$ cat src/rtl/btn_conditioner.sv
// Button front end: 2-FF sync + debounce per channel, edge pulses, game tick, optional hold meter.
// Latency: a level change is accepted DEBOUNCE_CYCLES+2 cycles after the raw change; pulses are 1 cycle.
// Backpressure: none; all outputs are free-running pulses/levels. Build option: HOLD_METER_EN.
module btn_conditioner #(
  parameter int DEBOUNCE_CYCLES = 1_000_000,
  parameter int TICK_DIV        = 300_000,
  parameter int HOLD_W          = 10
) (
  input  logic              clk,
  input  logic              rst,
  input  logic              start_raw,
  input  logic              press_raw,
  output logic              start_lvl,
  output logic              start_rise,
  output logic              press_lvl,
  output logic              press_rise,
  output logic              press_fall,
  output logic              tick,
  output logic [HOLD_W-1:0] hold_ticks,
  output logic              hold_valid
);

  // Counter widths sized to the largest value each counter can hold.
  localparam int DB_W = (DEBOUNCE_CYCLES > 1) ? $clog2(DEBOUNCE_CYCLES) : 1;
  localparam int TK_W = $clog2(TICK_DIV);
  localparam logic [DB_W-1:0] DB_LAST  = DB_W'(DEBOUNCE_CYCLES - 1);
  localparam logic [TK_W-1:0] TK_LAST  = TK_W'(TICK_DIV - 1);
  localparam logic [TK_W-1:0] TK_PULSE = TK_W'(1);

  logic [1:0] raw;
  assign raw = {press_raw, start_raw};

  // Channel 0 = start, channel 1 = press; the two channels never interact.
  for (genvar i = 0; i < 2; i++) begin : g_ch
    logic            sync1;
    logic            sync2;
    logic            lvl;
    logic            lvl_d;
    logic [DB_W-1:0] cnt;

    // Synchronise raw input, then accept a new level only after it stays stable long enough.
    always_ff @(posedge clk) begin
      if (rst) begin
        sync1 <= 1'b0;
        sync2 <= 1'b0;
        lvl   <= 1'b0;
        lvl_d <= 1'b0;
        cnt   <= '0;
      end else begin
        sync1 <= raw[i];
        sync2 <= sync1;
        lvl_d <= lvl;
        if (sync2 == lvl) begin
          cnt <= '0;
        end else if (cnt == DB_LAST) begin
          lvl <= sync2;
          cnt <= '0;
        end else begin
          cnt <= cnt + 1'b1;
        end
      end
    end
  end

  assign start_lvl  = g_ch[0].lvl;
  assign start_rise = g_ch[0].lvl & ~g_ch[0].lvl_d;
  assign press_lvl  = g_ch[1].lvl;
  assign press_rise = g_ch[1].lvl & ~g_ch[1].lvl_d;
  assign press_fall = ~g_ch[1].lvl & g_ch[1].lvl_d;

  logic [TK_W-1:0] tcnt;

  // Free-running tick divider; the pulse sits on count 1 so the first tick follows reset by one cycle.
  always_ff @(posedge clk) begin
    if (rst) begin
      tcnt <= '0;
    end else if (tcnt == TK_LAST) begin
      tcnt <= '0;
    end else begin
      tcnt <= tcnt + 1'b1;
    end
  end

  assign tick = (tcnt == TK_PULSE);

`ifdef HOLD_METER_EN
  logic [HOLD_W-1:0] hcnt;
  logic [HOLD_W-1:0] hold_q;
  logic              hold_vld_q;

  // Count ticks while the press is held (the rise cycle only clears), latch the count on release.
  always_ff @(posedge clk) begin
    if (rst) begin
      hcnt       <= '0;
      hold_q     <= '0;
      hold_vld_q <= 1'b0;
    end else begin
      hold_vld_q <= press_fall;
      if (press_rise) begin
        hcnt <= '0;
      end else if (press_lvl && tick && (hcnt != {HOLD_W{1'b1}})) begin
        hcnt <= hcnt + 1'b1;
      end
      if (press_fall) begin
        hold_q <= hcnt;
      end
    end
  end

  assign hold_ticks = hold_q;
  assign hold_valid = hold_vld_q;
`else
  assign hold_ticks = '0;
  assign hold_valid = 1'b0;
`endif

endmodule

$ cat config.mk
export PLATFORM = sky130hd
export DESIGN_NAME = btn_conditioner
export DESIGN_NICKNAME = d
export VERILOG_FILES = /design/src/rtl/btn_conditioner.sv
export SDC_FILE = /design/constraint.sdc
export NUM_CORES = 1
export LEC_CHECK = 0
export ABC_CLOCK_PERIOD_IN_PS = 4200
export BUFFER_PORTS_ARGS = -buffer_cell sky130_fd_sc_hd__buf_2
export CAP_MARGIN = 25
export CORE_UTILIZATION = 64
export DETAILED_ROUTE_END_ITERATION = 12
export PLACE_DENSITY = 0.88
export SYNTH_ARGS = -nofsm -noshare
export SYNTH_HDL_FRONTEND = slang
export SYNTH_SLANG_ARGS = --single-unit
$ cat constraint.sdc
create_clock -name clk -period 4.2 [get_ports clk]
set_input_delay 0 -clock clk [delete_from_list [all_inputs] [get_ports clk]]
set_output_delay 0 -clock clk [all_outputs]
set_load 0.005 [all_outputs]
==> summary.txt, run 1 <==
Status
  • Status: completed

Synth
  • Synthesized instance count: 347
  • Ys async rst share: 0%
  • Largest family of logic cells by synthesized area: simple AND/OR/NAND/NOR gates
  • Top cell type's share of synthesized area: 44.2%
  • Primary FF master, synth: dfxtp_1
  • Xor/xnor share of the synthesized area: a little over a tenth
  • Post-synth top area cell: dfxtp_1
  • Compound-Gate Fraction of Synth Area: 8.16%
  • EDFF count, synth: 0
  • Post-Syn Area: 0.00303 mm2
  • Area share of fa/ha/maj cells after synthesis: 1.65%
  • Post-Syn Area per Cell: roughly 8.7 um2
  • Yosys warnings: 0
  • Mux contribution to synthesized area: 0%
  • Count leader, synth: dfxtp_1
  • Seq cells post-synth: 67
  • Synth cell count leaders: dfxtp_1 (67), nor2_1 (44), a21oi_1 (20)
  • Yosys cell types: 33
  • Register area share after synthesis: 44.2%
  • Synth area leaders: dfxtp_1 (44%), xnor2_1 (5.5%), nor2_1 (5.4%), xor2_1 (5.2%), a21oi_1 (3.3%)
  • Simple-gate area share of the yosys netlist: 29.4%

Die
  • Die area: ~0.0050 mm2
  • Initial core utilization: 68.3%
  • Die W: 70.9 um
  • Chip height: 70.9 um
  • IO Pins: 21
  • Rows: 24
  • Core Region: 0.00444 mm2

Timing
  • Pins Over Slew Limit: 0
  • RSZ-0062 raised after global routing: false
  • Hold Worst Slack: 0.442 ns
  • Final setup viols: 0
  • Final hold vios: 0
  • Tcrit/Tclk final: 51.2%
  • Layout Skew: 0.00908 ns
  • Final Critical Period: 2.15 ns
  • TNS Setup: 0 ns
  • Relative slew slack: 57.2%
  • Worst-margin pin slew: ~0.64 ns
  • Peak Freq: 465 MHz

Setup path
  • Crit path arrival time: 2.15 ns
  • Startpoint types: flop
  • Crit path max-delay family: simple AND/OR/NAND/NOR gates
  • Worst-path fanout max: 7
  • Max stage delay on crit path: around 0.55 ns
  • CP Cell Sequence: or4_1 -> nor4_1 -> nand3_1 -> nor4b_1 -> buf_2
  • Reg2reg setup slack: around 2.1 ns
  • Setup CP Type: reg2out
  • Crit path capture type: primary output
  • Reg2reg start: tcnt[13]
  • Critical path's slowest cell: or4_1
  • Crit Reg-Reg Endpoint: tcnt[3]
  • Worst Path Required: 4.20 ns
  • Buf+Inv Stages, Crit Path: 1
  • Reg2Reg Depth: 4

Power
  • Total Power: approximately 1200 uW
  • Reg power frac: 54.1%
  • Switching part of the total: 22.5%
  • Comb power frac: 2.3%
  • Leak: 0.00110 uW
  • Pwr Density: 359 mW/mm2
  • Clock network fraction of design power: a little over two fifths
  • VDD IR max: 0.000214 V
  • Internal power: 923 uW
  • Sw power: 267 uW

Layout
  • Layout cells sized above 1: between 7 and 8%
  • Synth-to-Final Area Change: 9.24%
  • Post-Layout Cell Count: 420
  • Fin area: between 0.003 and 0.004 mm2
  • Final nets: 371
  • Diodes inserted: 0

Clock network
  • Post-cts sizing count: 0
  • Worst skew pair latency: 0.34 ns
  • Bufs on Longest Clock Path: 2
  • Clock-pin slew on the worst setup and hold paths: 0.07 ns
  • CTS tree: done
  • Post-CTS setup buffer count: 0
  • H-tree lvl count: 3
  • Inserted Clock Buffers: 9
  • CTS Hold Buffers Added: 5
  • Clock sink count: 67
  • CTS Root Cell: clkbuf_8

Place
  • Placed Area: about 0.003 mm2
  • DP Wirelength: 3930 um
  • # port buffers: 9
  • DP Cell Count: 399
  • Gpl congestion: between 0.8 and 0.9

Drt
  • Avg WL per Cell: 13.9 um
  • Vias after detailed routing: 2483
  • Drc violations: 0
  • Final WL: 5850 um
  • DR WL met3: 213 um
  • Via density: 5.91
  • Met2 Routed Length: 2800 um
  • 1st-pass router iterations: 6
  • Antenna Nets Post-Route: 0
  • Initial DRC Count: between 200 and 250
  • M1 wire length: approximately 2700 um
  • Top routing layer in use: met4

GRT
  • GRT Residual Overflow: 0
  • Initial antenna violation count: 0
  • All-Layer GR Usage: about a quarter
  • Largest net degree at the start of global routing: 21
  • First-pass GRT wire length: 9920 um
  • Vias in the first global route: between 2000 and 2500

Hold path
  • HP Start: g_ch[0].sync1
  • Worst hold path class: reg2reg
  • WHS Endpoint: g_ch[0].sync2
  • Cell depth of the worst hold path: 1

Job
  • Max-cap violations: 0
-- how the worst max path moves through the flow --
stage | from | end | slack [ns] | cells after the start
after global placement | g_ch[1].cnt[13] | g_ch[1].cnt[4] | 2.22 | 5
after CTS | tcnt[13] | tick | 2.08 | 5
after floorplan | g_ch[1].cnt[12] | g_ch[1].cnt[10] | 2.36 | 5
after detailed placement | tcnt[13] | tcnt[3] | 2.17 | 4
after global routing | tcnt[13] | tcnt[4] | 1.91 | 4
final | tcnt[13] | tick | 2.05 | 5
-- layout make-up --
cell class                      instances  area [um2]
Fill cell                             313        1130
Multi-Input combinational cell        256        1560
Timing Repair Buffer                   16         110
Inverter                               13        48.8
Clock buffer                            9         124
Sequential cell                        67        1340
Tap cell                               52        65.1
Clock inverter                          7        68.8
-- through the flow --
| stage | utilization [%] | setup WS (ns) |
|---|---|---|
| finish | 74.6 | 2.05 |
| floorplan | - | 2.36 |
| detailed placement | 69.1 | 2.17 |
| global route | 74.6 | 1.91 |
| global placement | 69.1 | 2.22 |
| CTS | 74.6 | 2.08 |
-- cells in the final DEF, fill, tap and decap left out, drive strengths merged --
master,Yosys,routed
o31ai,11,11
nor4,7,7
nor4b,2,2
or3b,1,1
nand3,17,17
nor4bb,1,1
clkinv,0,4
a21oi,20,20
inv,13,13
buf,15,11
ha,4,4
nand2,13,13
or3,11,11
nand4b,1,1
or2,1,1
bufinv,0,1
clkinvlp,0,2
and4,7,7
and2,4,4
dlygate4sd3,0,5
nor3b,1,1
conb,1,11
or4b,2,2
and3,6,6
a41o,1,1
dfxtp,67,67
or4,13,13
clkbuf,6,9
nor2b,9,9
nor3,5,5
o21ai,11,11
nor2,44,44
nand4,16,16
xor2,18,18
xnor2,19,19
-- flip-flops by register name (all words and copies together) (netlist names) --
register / cells
g_ch.cnt: 40
tcnt: 19
g_ch.lvl_d: 2
g_ch.sync1: 2
g_ch.sync2: 2
press_lvl: 1
start_lvl: 1
-- cell families after synthesis --
family | after synthesis
simple gates | 161
flops | 67
compound gates | 43
xor+xnor | 37
buf+inv | 34
fa+ha+maj | 4
other cells | 1
-- routing by layer --
metal	up-vias	global-route usage, %
met5	-	0
met1	1161	32.2
met2	62	40.4
met4	0	12.0
met3	10	5.27
li1	1250	-
-- power by group through the flow --
stage	Combinational, uW	Clock (uW)	Sequential, uW
2_1_floorplan	25.2	0	657
3_3_place_gp	23.1	0	658
3_5_place_dp	23.7	0	658
4_1_cts	27.5	526	643
5_1_grt	30.6	551	644
6_report	27.7	519	644
Note: power is estimated with default switching activity, not from simulation.
==> run 2, diff against run 1 <==
==> config.mk (replaced) <==
export PLATFORM = sky130hd
export DESIGN_NAME = btn_conditioner
export DESIGN_NICKNAME = d
export VERILOG_FILES = /design/src/rtl/btn_conditioner.sv
export SDC_FILE = /design/constraint.sdc
export NUM_CORES = 1
export LEC_CHECK = 0
export ABC_CLOCK_PERIOD_IN_PS = 1910
export BUFFER_PORTS_ARGS = -buffer_cell sky130_fd_sc_hd__buf_2
export CAP_MARGIN = 25
export CORE_UTILIZATION = 54
export DETAILED_ROUTE_END_ITERATION = 12
export PLACE_DENSITY = 0.79
export SYNTH_ARGS = -nofsm -noshare
export SYNTH_HDL_FRONTEND = slang
export SYNTH_SLANG_ARGS = --single-unit
==> constraint.sdc (replaced) <==
create_clock -name clk -period 1.91 [get_ports clk]
set_input_delay 0 -clock clk [delete_from_list [all_inputs] [get_ports clk]]
set_output_delay 0 -clock clk [all_outputs]
set_load 0.005 [all_outputs]
==> run 2 against run 1 <==
Net effect: the run now ends with negative setup slack left; first-iteration DRC count fell by 12%; total power rose by 120%; global-route usage fell by 2.2 points; clock-buffer cell count rose by 2; final cell count rose by 11%; critical path type is now reg2reg; largest cell class unchanged; highest routed layer unchanged.
==> summary.txt, run 2 (same netlist as run 1, synthesis figures left out) <==
Power
  • Leak: 0.00127 uW (+16%)
  • VDD IR max: 0.000552 V (+160%)
  • Pwr Density: 713 mW/mm2 (+99%)

Place
  • DP Wirelength: 4120 um (+4.9%)
  • # port buffers: 9 (unchanged)
  • Gpl congestion: 0.856 (+6.3%)

GRT
  • GRT Residual Overflow: 0 (unchanged)
  • First-pass GRT wire length: 10600 um (+6.7%)
  • All-Layer GR Usage: 22.9% (-2.2 points)
  • Vias in the first global route: 2318 (+3.0%)
  • Initial antenna violation count: 0 (unchanged)
  • Largest net degree at the start of global routing: 20 (-4.8%)

Drt
  • Via density: 5.46 (-7.7%)
  • Drc violations: 0 (unchanged)
  • 1st-pass router iterations: 4 (-2)
  • Antenna Nets Post-Route: 0 (unchanged)
  • Final WL: 6130 um (+4.8%)
  • Avg WL per Cell: 13.2 um (-5.6%)
  • Initial DRC Count: 184 (-12%)
  • Vias after detailed routing: 2543 (+2.4%)

Setup path
  • CP Cell Sequence: or3b_2 -> or4_4 -> o21ai_4 -> buf_6 -> nor2_2
  • Crit path max-delay family: simple AND/OR/NAND/NOR gates
  • Worst-path fanout max: 5 (-2)
  • Setup CP Type: reg2reg
  • Buf+Inv Stages, Crit Path: 1 (unchanged)
  • Critical path's slowest cell: or4_4
  • Worst Path Required: 2.14 ns (-2.06 ns)
  • Startpoint types: flop
  • Crit path capture type: flop
  • Crit path arrival time: 2.21 ns (+0.06 ns)
  • Max stage delay on crit path: 0.57 ns (+0.02 ns)

Clock network
  • Bufs on Longest Clock Path: 2 (unchanged)
  • Worst skew pair latency: 0.34 ns (about the same)
  • Clock sink count: 67 (unchanged)
  • CTS tree: done
  • Inserted Clock Buffers: 9 (unchanged)
  • CTS Root Cell: clkbuf_8
  • H-tree lvl count: 3 (unchanged)
  • Clock-pin slew on the worst setup and hold paths: 0.07 ns (about the same)

Layout
  • Most common cell after layout, fill and taps aside: dfxtp_1
  • Max reg flops: 40 (unchanged)
  • Top Registers: g_ch.cnt x40, tcnt x19
  • Final core occ: 69.3% (-5.3 points)
  • Diodes inserted: 0 (unchanged)
  • Final nets: 401 (+8.1%)
  • Synth-to-Final Area Change: 20.4%
  • Most flop-heavy register: g_ch.cnt
  • Most frequent cells in the layout: dfxtp_1 (63), nor2_1 (38), buf_4 (28)
  • Layout cells sized above 1: 19.7% (+12 points)

Timing
  • Layout Skew: 0.00828 ns (-0.000802 ns)
  • Hold Worst Slack: 0.438 ns (-0.00406 ns)
  • RSZ-0062 raised after global routing: true
  • Final worst slack: -0.0692 ns (-2.12 ns)
  • Final Critical Period: a little under 2 ns
  • Tcrit/Tclk final: 104%
  • Final setup viols: 20 (+20)
  • Pins Over Slew Limit: 0 (unchanged)
  • Final hold vios: 0 (unchanged)
  • Peak Freq: between 500 and 600 MHz

Hold path
  • Worst hold path class: reg2reg

Die
  • Chip height: 77.0 um (+8.6%)
  • Core Region: 0.00527 mm2 (+19%)
  • Initial core utilization: 57.6% (-11 points)
  • Die W: 77.0 um (+8.6%)
  • Die area: 0.00592 mm2 (+18%)
  • Rows: 26 (+8.3%)
  • IO Pins: 21 (unchanged)

Status
  • Failing checks: negative setup slack
  • Status: complete, but fails checks

Job
  • Max-cap violations: 0 (unchanged)
[run 2: path summary, 6_finish.rpt]
path,start,cells past startpoint,slack (ns),endpoint
worst max-delay path,g_ch[1].cnt[19],5,-0.07,g_ch[1].cnt[11]
worst min-delay path,g_ch[0].sync1,1,0.44,g_ch[0].sync2
worst max register to register,g_ch[1].cnt[19],5,-0.07,g_ch[1].cnt[11]
worst min register to register,g_ch[0].sync1,1,0.44,g_ch[0].sync2
[run 2: layer usage]
layer / track usage [%] / share of wire, %
met5: 0 / 0
met4: 8.46 / 1.2
met3: 8.81 / 5.2
met2: 37.2 / 48
met1: 27.1 / 45
[run 2: timing repair]
item / CTS / global route
endpoints found under the hold margin: 8 / 0
hold buffers: 5 / 0
gates cloned: 2 / 0
resized for setup: 20 / 10
pin swaps: 9 / 4
setup endpoints to repair: 22 / 22
buffers inserted: 2 / 0
[run 2: metrics by stage]
step | cell area (um2) | setup WS [ns] | power [uW] | instances | TNS [ns]
finish | 3650 | -0.0692 | 2600 | 466 | -1.01
global route | 3650 | -0.119 | 2710 | 466 | -2.19
CTS | 3620 | -0.0881 | 2630 | 466 | -0.981
detailed placement | 3290 | -0.0448 | 1500 | 443 | -0.495
global placement | 3290 | -0.00733 | 1500 | 443 | -0.0527
floorplan | 3070 | 0.0659 | 1500 | 357 | 0
[run 2: layout make-up]
type	count	area (um2)
well taps	70	87.6
repair buffers	46	350
inverters	13	48.8
clock buffers	11	141
clock inverters	3	40.0
multi-input cells	256	1640
flip-flops and latches	67	1350
fillers	431	1620
[run 2: power breakdown]
part / internal, uW / switching [uW]
Clock: 620 / 495
Combinational: 33.0 / 40.0
Sequential: 1410 / 7.89
==> run 3, diff against run 2 <==
--- a/config.mk
+++ b/config.mk
@@ -6,9 +6,10 @@
 export NUM_CORES = 1
 export LEC_CHECK = 0
 export ABC_CLOCK_PERIOD_IN_PS = 1910
-export BUFFER_PORTS_ARGS = -buffer_cell sky130_fd_sc_hd__buf_2
+export BUFFER_PORTS_ARGS = -buffer_cell sky130_fd_sc_hd__clkbuf_2
 export CAP_MARGIN = 25
 export CORE_UTILIZATION = 54
+export CTS_CLUSTER_SIZE = 24
 export DETAILED_ROUTE_END_ITERATION = 12
 export PLACE_DENSITY = 0.79
 export SYNTH_ARGS = -nofsm -noshare
==> run 3 against run 2 <==
Net effect: register-to-register slack improved by 0.04 ns; sequential power about the same; total power decreased by 0.69%; via count increased by 1.6%; clock power about the same; fmax decreased by 0.30%; first-iteration DRC count decreased by 22%; final cell count decreased by 0.64%; the flow still finishes with violations (negative setup slack); sequential share of layout area increased by 0.19 points.
==> summary.txt, run 3 (same netlist as run 1, synthesis figures left out) <==
Setup path
  • Startpoint types: flop
  • Crit path capture type: primary output
  • Worst Path Required: 1.91 ns (-0.23 ns)
  • Reg2Reg Depth: 5 (unchanged)
  • Worst-path fanout max: 2 (-3)
  • Setup CP Type: reg2out
  • Crit path arrival time: 1.99 ns (-0.22 ns)

Power
  • Switching part of the total: 20.4% (-0.45 points)
  • Internal power: 2060 uW (-0.12%)
  • Reg power frac: 54.8% (+0.4 points)
  • Sw power: 527 uW (-2.8%)
  • VDD IR max: 0.000556 V (+0.63%)
  • Pwr Density: 711 mW/mm2 (-0.28%)
  • Leak: 0.00124 uW (-1.9%)
  • Clock network fraction of design power: 42.5% (-0.3 points)
  • Total Power: 2580 uW (-0.69%)
  • Comb power frac: 2.7% (about the same)

Die
  • Chip height: 77.0 um (unchanged)
  • Rows: 26 (unchanged)
  • Core Region: 0.00527 mm2 (unchanged)
  • Initial core utilization: 57.6% (unchanged)
  • IO Pins: 21 (unchanged)
  • Die area: 0.00592 mm2 (unchanged)
  • Die W: 77.0 um (unchanged)

Clock network
  • Bufs on Longest Clock Path: 2 (unchanged)
  • Clock sink count: 67 (unchanged)
  • CTS tree: done
  • Clock-pin slew on the worst setup and hold paths: 0.06 ns (about the same)
  • H-tree lvl count: 3 (unchanged)
  • Worst skew pair latency: 0.34 ns (about the same)
  • Inserted Clock Buffers: 9 (unchanged)
  • CTS Root Cell: clkbuf_8

GRT
  • GRT Residual Overflow: 0 (unchanged)
  • First-pass GRT wire length: 10500 um (-0.65%)
  • Initial antenna violation count: 0 (unchanged)
  • All-Layer GR Usage: 22.5% (-0.36 points)
  • Largest net degree at the start of global routing: 20 (unchanged)
  • Vias in the first global route: 2425 (+4.6%)

Timing
  • Pins Over Slew Limit: 0 (unchanged)
  • RSZ-0062 raised after global routing: true
  • Final Critical Period: 1.99 ns (+0.00595 ns)
  • Final hold vios: 0 (unchanged)
  • Final setup viols: 20 (unchanged)
  • Final worst slack: -0.0751 ns (-0.00595 ns)
  • Peak Freq: 504 MHz (-0.30%)
  • Tcrit/Tclk final: 104% (+0.31 points)
  • TNS Setup: -0.362 ns (+0.649 ns)
  • Layout Skew: 0.00644 ns (-0.00184 ns)

Layout
  • Post-Layout Cell Count: 463 (-0.64%)
  • Most common cell after layout, fill and taps aside: dfxtp_1
  • Top Registers: g_ch.cnt x40, tcnt x19
  • Synth-to-Final Area Change: 19.9%
  • Most frequent cells in the layout: dfxtp_1 (62), nor2_1 (36), buf_4 (27)
  • Diodes inserted: 0 (unchanged)
  • Max reg flops: 40 (unchanged)
  • Layout cells sized above 1: 20.6% (+0.91 points)
  • Final nets: 398 (-0.75%)
  • Filler cells: 420 (-2.6%)
  • Most flop-heavy register: g_ch.cnt

Place
  • # port buffers: 9 (unchanged)
  • DP Wirelength: 4300 um (+4.3%)
  • Post-Place Setup Slack: -0.0444 ns (+0.000455 ns)
  • Gpl congestion: 0.849 (-0.76%)
  • DP Cell Count: 443 (unchanged)

Job
  • Max-cap violations: 0 (unchanged)

Status
  • Status: complete, but fails checks
  • Failing checks: negative setup slack

Drt
  • Via density: 5.58 (+2.3%)
  • Vias after detailed routing: 2584 (+1.6%)
  • Drc violations: 0 (unchanged)
  • Initial DRC Count: 143 (-22%)
  • 1st-pass router iterations: 4 (unchanged)
  • Avg WL per Cell: 13.2 um (+0.11%)
  • Antenna Nets Post-Route: 0 (unchanged)
  • Final WL: 6100 um (-0.54%)

Hold path
  • Cell depth of the worst hold path: 1 (unchanged)
  • Worst hold path class: reg2reg
-- run 3: routing by layer --
metal  routed length, um  GRT usage [%]  vias up
met2                3060           38.8       48
met3                 203           7.86        6
met1                2780           25.5     1236
met5                   0              0        -
met4                  46           7.88        0
li1                    -              -     1294
-- run 3: layout make-up --
type | instances | area [um2] | share of cell area, %
inverters | 13 | 48.8 | 1.34
multi-input cells | 256 | 1650 | 45.3
clock inverters | 3 | 40.0 | 1.10
clock buffers | 11 | 141 | 3.89
flip-flops and latches | 67 | 1350 | 37.0
repair buffers | 43 | 323 | 8.88
well taps | 70 | 87.6 | 2.41
-- run 3: path summary, 6_finish.rpt --
path | start | endpoint | slack (ns)
setup / recovery | tcnt[13] | tick | -0.08
hold / removal | g_ch[1].sync1 | g_ch[1].sync2 | 0.43
setup reg to reg | g_ch[1].cnt[8] | g_ch[1].cnt[9] | -0.03
hold reg to reg | g_ch[1].sync1 | g_ch[1].sync2 | 0.43
-- run 3: power by group through the flow --
stage	registers, uW	logic (uW)	clock network [uW]
detailed placement	1450	57.8	0
global route	1420	78.0	1190
floorplan	1450	55.5	0
global placement	1450	56.3	0
finish	1420	70.3	1100
CTS	1420	68.8	1130
-- run 3: through the flow --
stage / instance area, um2 / hold WS (ns) / util, %
after floorplan: 3070 / 0.128 / -
after global placement: 3290 / 0.237 / 62.4
after detailed placement: 3290 / 0.241 / 62.4
after CTS: 3580 / 0.428 / 67.9
after global routing: 3640 / 0.436 / 69.0
final: 3640 / 0.432 / 69.0
-- run 3: worst max-delay path, cell delays in order, from the launching register on --
cell     delay (ns)
dfxtp_2        0.32
or4_4          0.54
nor4_4         0.19
nand3_1        0.14
nor4b_2        0.29
buf_2          0.16
-- run 3: repair_timing --
item                       in CTS  in global routing
pin swaps                       9                  6
hold buffers                    3                  0
buffers inserted                0                  1
setup endpoints to repair      22                 25
cloned                          2                  0
hold endpoints to repair        4                  0
resized for setup              16                 19
